## src/rtl/uart_rx_os.sv

```systemverilog
// UART receiver: oversampled 3-sample majority vote, 5..8 data bits, optional
// parity, 1/2 stop bits, noise/break detection and a small valid/ready FIFO.
module uart_rx_os #(
  parameter int p_clk_speed_hz = 50_000_000,
  parameter int p_baud_rate    = 9_600,
  parameter int p_oversample   = 16,
  parameter int p_fifo_depth   = 4
) (
  input  logic       clk_i,
  input  logic       rst_n_i,
  input  logic       enable_i,
  input  logic       data_i,
  input  logic [1:0] data_bits_i,
  input  logic       parity_en_i,
  input  logic       parity_sel_i,
  input  logic       stop2_i,
  input  logic       err_clr_i,
  input  logic       rd_ready_i,
  output logic       rd_valid_o,
  output logic [7:0] rd_data_o,
  output logic       rd_parity_err_o,
  output logic       rd_framing_err_o,
  output logic       rd_noise_err_o,
  output logic       busy_o,
  output logic       break_o,
  output logic       overrun_o
);

  localparam int DIV = p_clk_speed_hz / (p_baud_rate * p_oversample);
  localparam int DW  = (DIV > 1) ? $clog2(DIV) : 1;
  localparam int OW  = $clog2(p_oversample);
  localparam int AW  = $clog2(p_fifo_depth);

  localparam logic [DW-1:0] DIV_M1 = DW'(DIV - 1);
  localparam logic [OW-1:0] OS_S0  = OW'(p_oversample / 2 - 1);
  localparam logic [OW-1:0] OS_S1  = OW'(p_oversample / 2);
  localparam logic [OW-1:0] OS_S2  = OW'(p_oversample / 2 + 1);
  localparam logic [OW-1:0] OS_END = OW'(p_oversample - 1);
  localparam logic [AW:0]   FULL   = (AW + 1)'(p_fifo_depth);

  if (DIV < 1) begin : g_bad_div
    $error("uart_rx_os: clock too slow for baud rate * oversample");
  end
  if ((p_oversample < 8) || (p_oversample % 2 != 0)) begin : g_bad_os
    $error("uart_rx_os: p_oversample must be even and >= 8");
  end
  if ((p_fifo_depth < 2) || ((1 << AW) != p_fifo_depth)) begin : g_bad_depth
    $error("uart_rx_os: p_fifo_depth must be a power of two >= 2");
  end

  typedef enum logic [2:0] {S_IDLE, S_START, S_DATA, S_PARITY, S_STOP, S_BREAK} state_t;

  state_t          state_q, state_d;
  logic            sync1_q, rx_s_q;
  logic [DW-1:0]   div_cnt_q;
  logic [OW-1:0]   os_cnt_q;
  logic [2:0]      smp_q;
  logic [2:0]      bit_cnt_q;
  logic [7:0]      data_q;
  logic [1:0]      data_bits_q;
  logic            parity_en_q, parity_sel_q, stop2_q;
  logic            par_err_q, frm_err_q, noise_q, zero_q, stop_cnt_q;
  logic            break_q, overrun_q;
  logic [10:0]     mem_q [p_fifo_depth];
  logic [AW-1:0]   wr_ptr_q, rd_ptr_q;
  logic [AW:0]     cnt_q;

  function automatic logic maj3(input logic [2:0] s);
    return (s[0] & s[1]) | (s[0] & s[2]) | (s[1] & s[2]);
  endfunction

  function automatic logic split3(input logic [2:0] s);
    return (|s) & ~(&s);
  endfunction

  logic       tick, start_det, end_tick, mid_tick, last_bit;
  logic [2:0] smp_mid;
  logic       vote_end, noise_end, vote_mid, noise_mid;
  logic       push, brk, do_pop, do_wr;
  logic [10:0] entry, head;

  assign tick      = (div_cnt_q == DIV_M1);
  assign start_det = (state_q == S_IDLE) && !rx_s_q && enable_i;
  assign end_tick  = tick && (os_cnt_q == OS_END);
  assign mid_tick  = tick && (os_cnt_q == OS_S2);
  assign last_bit  = (bit_cnt_q == ({1'b0, data_bits_q} + 3'd4));
  // At the third sample tick the newest sample is still on rx_s, not yet in smp_q.
  assign smp_mid   = {rx_s_q, smp_q[1:0]};
  assign vote_end  = maj3(smp_q);
  assign noise_end = split3(smp_q);
  assign vote_mid  = maj3(smp_mid);
  assign noise_mid = split3(smp_mid);

  // Two-flop synchroniser on the async line; idles high.
  always_ff @(posedge clk_i or negedge rst_n_i) begin
    if (!rst_n_i) begin
      sync1_q <= 1'b1;
      rx_s_q  <= 1'b1;
    end else begin
      sync1_q <= data_i;
      rx_s_q  <= sync1_q;
    end
  end

  // Prescaler and oversample counter; both realign to the start edge.
  always_ff @(posedge clk_i or negedge rst_n_i) begin
    if (!rst_n_i) begin
      div_cnt_q <= '0;
      os_cnt_q  <= '0;
      smp_q     <= '0;
    end else if (start_det) begin
      div_cnt_q <= '0;
      os_cnt_q  <= '0;
    end else if (tick) begin
      div_cnt_q <= '0;
      os_cnt_q  <= (os_cnt_q == OS_END) ? '0 : os_cnt_q + 1'b1;
      if (os_cnt_q == OS_S0) smp_q[0] <= rx_s_q;
      if (os_cnt_q == OS_S1) smp_q[1] <= rx_s_q;
      if (os_cnt_q == OS_S2) smp_q[2] <= rx_s_q;
    end else begin
      div_cnt_q <= div_cnt_q + 1'b1;
    end
  end

  // FSM state register.
  always_ff @(posedge clk_i or negedge rst_n_i) begin
    if (!rst_n_i) state_q <= S_IDLE;
    else          state_q <= state_d;
  end

  // Next state; stop bits resolve at mid-bit so the receiver resyncs half a bit early.
  always_comb begin
    state_d = state_q;
    push    = 1'b0;
    brk     = 1'b0;
    unique case (state_q)
      S_IDLE:   if (start_det) state_d = S_START;
      S_START:  if (end_tick) state_d = vote_end ? S_IDLE : S_DATA;
      S_DATA:   if (end_tick && last_bit) state_d = parity_en_q ? S_PARITY : S_STOP;
      S_PARITY: if (end_tick) state_d = S_STOP;
      S_STOP: begin
        if (mid_tick) begin
          if (!stop_cnt_q && !vote_mid && zero_q) begin
            brk     = 1'b1;
            state_d = S_BREAK;
          end else if (stop_cnt_q || !stop2_q) begin
            push    = 1'b1;
            state_d = S_IDLE;
          end
        end
      end
      S_BREAK:  if (rx_s_q) state_d = S_IDLE;
      default:  state_d = S_IDLE;
    endcase
  end

  // Frame datapath: config latch, bit assembly and per-frame error flags.
  always_ff @(posedge clk_i or negedge rst_n_i) begin
    if (!rst_n_i) begin
      data_bits_q  <= '0;
      parity_en_q  <= 1'b0;
      parity_sel_q <= 1'b0;
      stop2_q      <= 1'b0;
      data_q       <= '0;
      bit_cnt_q    <= '0;
      par_err_q    <= 1'b0;
      frm_err_q    <= 1'b0;
      noise_q      <= 1'b0;
      zero_q       <= 1'b0;
      stop_cnt_q   <= 1'b0;
    end else if (start_det) begin
      data_bits_q  <= data_bits_i;
      parity_en_q  <= parity_en_i;
      parity_sel_q <= parity_sel_i;
      stop2_q      <= stop2_i;
      data_q       <= '0;
      bit_cnt_q    <= '0;
      par_err_q    <= 1'b0;
      frm_err_q    <= 1'b0;
      noise_q      <= 1'b0;
      zero_q       <= 1'b1;
      stop_cnt_q   <= 1'b0;
    end else begin
      if (end_tick && (state_q == S_START)) noise_q <= noise_q | noise_end;
      if (end_tick && (state_q == S_DATA)) begin
        data_q[bit_cnt_q] <= vote_end;
        bit_cnt_q         <= bit_cnt_q + 1'b1;
        noise_q           <= noise_q | noise_end;
        zero_q            <= zero_q & ~vote_end;
      end
      if (end_tick && (state_q == S_PARITY)) begin
        par_err_q <= vote_end ^ (^data_q) ^ parity_sel_q;
        noise_q   <= noise_q | noise_end;
        zero_q    <= zero_q & ~vote_end;
      end
      if (mid_tick && (state_q == S_STOP)) begin
        noise_q    <= noise_q | noise_mid;
        frm_err_q  <= frm_err_q | ~vote_mid;
        stop_cnt_q <= 1'b1;
      end
    end
  end

  // The last stop vote is folded in directly since it is not yet registered.
  assign entry  = {noise_q | noise_mid, frm_err_q | ~vote_mid, par_err_q, data_q};
  assign do_pop = rd_valid_o && rd_ready_i;
  assign do_wr  = push && ((cnt_q != FULL) || do_pop);

  // FIFO storage; contents are only visible while the entry is valid.
  always_ff @(posedge clk_i) begin
    if (do_wr) mem_q[wr_ptr_q] <= entry;
  end

  // FIFO pointers, occupancy, sticky overrun and break pulse.
  always_ff @(posedge clk_i or negedge rst_n_i) begin
    if (!rst_n_i) begin
      wr_ptr_q  <= '0;
      rd_ptr_q  <= '0;
      cnt_q     <= '0;
      overrun_q <= 1'b0;
      break_q   <= 1'b0;
    end else begin
      if (do_wr)  wr_ptr_q <= wr_ptr_q + 1'b1;
      if (do_pop) rd_ptr_q <= rd_ptr_q + 1'b1;
      if (do_wr && !do_pop)      cnt_q <= cnt_q + 1'b1;
      else if (!do_wr && do_pop) cnt_q <= cnt_q - 1'b1;
      if (push && !do_wr) overrun_q <= 1'b1;
      else if (err_clr_i) overrun_q <= 1'b0;
      break_q <= brk;
    end
  end

  assign head             = mem_q[rd_ptr_q];
  assign rd_valid_o       = (cnt_q != '0);
  assign rd_data_o        = rd_valid_o ? head[7:0] : 8'h00;
  assign rd_parity_err_o  = rd_valid_o & head[8];
  assign rd_framing_err_o = rd_valid_o & head[9];
  assign rd_noise_err_o   = rd_valid_o & head[10];
  assign busy_o           = (state_q != S_IDLE);
  assign break_o          = break_q;
  assign overrun_o        = overrun_q;

endmodule

```

## config.mk

```make
export PLATFORM = sky130hd
export DESIGN_NAME = uart_rx_os
export DESIGN_NICKNAME = d
export VERILOG_FILES = /design/src/rtl/uart_rx_os.sv
export SDC_FILE = /design/constraint.sdc
export NUM_CORES = 1
export LEC_CHECK = 0
export CAP_MARGIN = 15
export CORE_ASPECT_RATIO = 2
export CORE_MARGIN = 8
export CORE_UTILIZATION = 59
export CTS_CLUSTER_DIAMETER = 60
export DETAILED_ROUTE_END_ITERATION = 16
export GPL_ROUTABILITY_DRIVEN = 0
export PLACE_DENSITY = 0.77
export SETUP_SLACK_MARGIN = 0.02
export SYNTH_ARGS = -nofsm -noshare
export SYNTH_HDL_FRONTEND = slang
export SYNTH_SLANG_ARGS = --single-unit
export TNS_END_PERCENT = 5
```

## constraint.sdc

```tcl
create_clock -name clk_i -period 3.1 [get_ports clk_i]
set_input_delay 0.62 -clock clk_i [delete_from_list [all_inputs] [get_ports clk_i]]
set_output_delay 0.62 -clock clk_i [all_outputs]
set_load 0.02 [all_outputs]
```

==> flow_metrics.tcl <==
set metrics [dict create \
    status "finished, final reports clean" \
    finalSetupViolCount 0 \
    drt_iter0_markers 175 \
    cts_resized 0 \
    ctsLongestPathBuffers 2 \
    fin_skew_ns 0.00623 \
    cts_tree "yes" \
    ys.flop_type "dfrtp_1" \
    synth_top_area_cell "edfxtp_1" \
    path_class "register to register" \
    slowest_stage "or4b_1" \
    crit_path_max_incr_delay_ns 0.58 \
    ys_types 61 \
    fp.dieW_um 77.3 \
    routed_wl_um 8630 \
    endpoint_kind "register" \
    netlist_area_um2 4440 \
    syn_nets 370 \
    antenna_found_initial 0 \
    numCtsBuffers 9 \
    clkSinkCount 95 \
    reg2reg_depth 10 \
    synth_seq_area_share 0.586 \
    grt.overflow.total 0 \
    htree_levels 3 \
    worstSetupStartpointType "register" \
    drive_gt1_frac 0.128 \
    clkLatencyLatePin_ns 0.34 \
    max_freq_mhz 346 \
    cp_common_cell "xor2_1" \
    via_per_inst 5.82 \
    worst-path-buf-inv 1 \
    grt_max_degree 52 \
    tightest_slew_ns 0.646 \
    synth_edf_count 44 \
    syn-instance-count 347 \
    vias 2783 \
    post-dp-hpwl_um 5910 \
    port_buffers 25 \
    grt_pass1_vias 2922 \
    postCtsSetupBuffers 0 \
    ys_ff_latch 95 \
    async_reset_ff_frac 0.537 \
    power_density_nw_per_um2 701 \
    worstPathMaxFanout 4 \
    start_util 0.597 \
    crit_chain "or4b_1 > nor3_2 > nand3_2 > nor3_4 > ha_1 > inv_1 > fa_1 > xor2_1 > nor2_1 > xor2_1" \
    die_h_um 139 \
    n_fill_cell 550 \
    drc 0 \
    slew_viol_final 0 \
    layout.nets 402 \
    synth_area_leaders "edfxtp_1 30%, dfrtp_1 28%, mux4_2 5.6%, xnor2_1 3.2%, ha_1 3.1%" \
    synth_common_cells "49 x dfrtp_1, 44 x edfxtp_1, 36 x nand2_1, 24 x nor2_1, 17 x and2_1" \
    ios 26 \
    post_drt_wl_per_cell_um 18.1 \
    min_period_over_period 0.931 \
    dieArea_um2 10700 \
    rsz0062_at_grt "false" \
    area.growth.synth_to_final_pct 15.0 \
    holdBufCountCts 0 \
    slew_headroom 0.570 \
    drt-pass1-iter-count 4 \
    finalSetupTns_ns 0 \
    yosysMostFrequentCell "dfrtp_1" \
    path_depth 10 \
    grt_pass1_wl_um 14300 \
    peakVddDrop_uv 527 \
    coreArea_um2 7430 \
    cpLargestDelayFamily "simple AND/OR/NAND/NOR gates" \
    cp_data_arrival_time_ns 3.15 \
    rrSetupSlack_ns 0.21 \
    min_path_type "register to register" \
    min_path_cells 0 \
    post-synth-top-area-fraction 0.298 \
    worst-endpoint-required_ns 3.36 \
    hold_viol_final 0 \
    finalPower_mw 3.58 \
    post-route-min-period_ns 2.89 \
    synth_area_per_cell_um2 12.8 \
    path_clk_slew_ns 0.06 \
    p_leak_nw 2.10 \
    cts_root_buffer "clkbuf_16" \
    n_antenna_cell 0 \
    drv_cap 0 \
    yosys_warnings 0 \
    track_usage 0.168 \
    rows 45 \
    antenna_left 0 \
]
==> final cells by class <==
cell class / count / area, µm² / share of cell area
clock buffers: 10 / 229 / 0.0449
clock inverters: 6 / 61.3 / 0.0120
flip-flops and latches: 95 / 2600 / 0.510
well taps: 94 / 118 / 0.0231
repair buffers: 33 / 305 / 0.0598
multi-input cells: 226 / 1740 / 0.340
inverters: 14 / 52.6 / 0.0103
==> cells in the final DEF, fill, tap and decap left out, types with 5 or more instances in the layout <==
| cell type | instances |
|---|---|
| clkbuf_16 | 9 |
| nand2b_1 | 5 |
| mux4_2 | 11 |
| nand3_1 | 7 |
| and3_1 | 6 |
| o21ai_0 | 6 |
| xnor2_1 | 16 |
| nor2_1 | 24 |
| ha_1 | 11 |
| clkdlybuf4s50_1 | 24 |
| inv_1 | 14 |
| edfxtp_1 | 44 |
| and2_1 | 17 |
| mux2i_1 | 7 |
| dfrtp_1 | 49 |
| buf_4 | 8 |
| a21oi_1 | 5 |
| xor2_1 | 11 |
| nor3_1 | 6 |
| nand2_1 | 36 |
==> metrics by stage <==
stage                     hold slack, ns   util  instances  cell area [µm²]  setup WS [ns]
after floorplan                    0.324      -        347             4440          0.283
after global placement             0.348  0.647        462             4810          0.364
after detailed placement           0.349  0.647        462             4810          0.251
after CTS                          0.359  0.686        478             5100          0.202
after global routing               0.360  0.686        478             5100         0.0699
final                              0.357  0.686        478             5100          0.213
==> worst paths after layout <==
path | from | endpoint
worst max-delay path | div_cnt_q[3] | cnt_q[2]
min in group asynchronous | rst_n_i | cnt_q[0]
max in group asynchronous | rst_n_i | data_q[6]
worst min-delay path | sync1_q | rx_s_q
worst max register to register | div_cnt_q[3] | cnt_q[2]
worst min register to register | sync1_q | rx_s_q
==> state kept, by name (all words and copies together), names as in the netlist, 3 cells and up <==
register	count
bit_cnt_q	3
cnt_q	3
data_q	8
div_cnt_q	9
mem_q	44
os_cnt_q	4
smp_q	3
state_q	3
==> routing by layer <==
layer / vias to the layer above / part of all wire / wire, µm / GRT usage
met3: 10 / 0.038 / 325 / 0.0481
met5: - / 0 / 0 / 0
li1: 1302 / - / - / -
met2: 55 / 0.55 / 4730 / 0.284
met1: 1416 / 0.40 / 3430 / 0.192
met4: 0 / 0.017 / 150 / 0.0721
==> report_power, final <==
group          leakage (nW)  internal (mW)  switching (mW)
sequential             1.13           1.45           0.202
combinational         0.831          0.418           0.440
clock                 0.134          0.621           0.446
==> cells by family (layout without fill, tap and decap cells) <==
group	count (synthesis)	after routing	synth area share
AND/OR/NAND/NOR	128	128	0.158
flip-flops	95	95	0.586
AO/OA/AOI/OAI	34	34	0.0541
XOR/XNOR	27	27	0.0533
buffers and inverters	26	63	0.0228
multiplexers	23	23	0.0852
adder cells (fa/ha/maj)	14	14	0.0400
No activity file was read; power rests on OpenSTA's default activity.
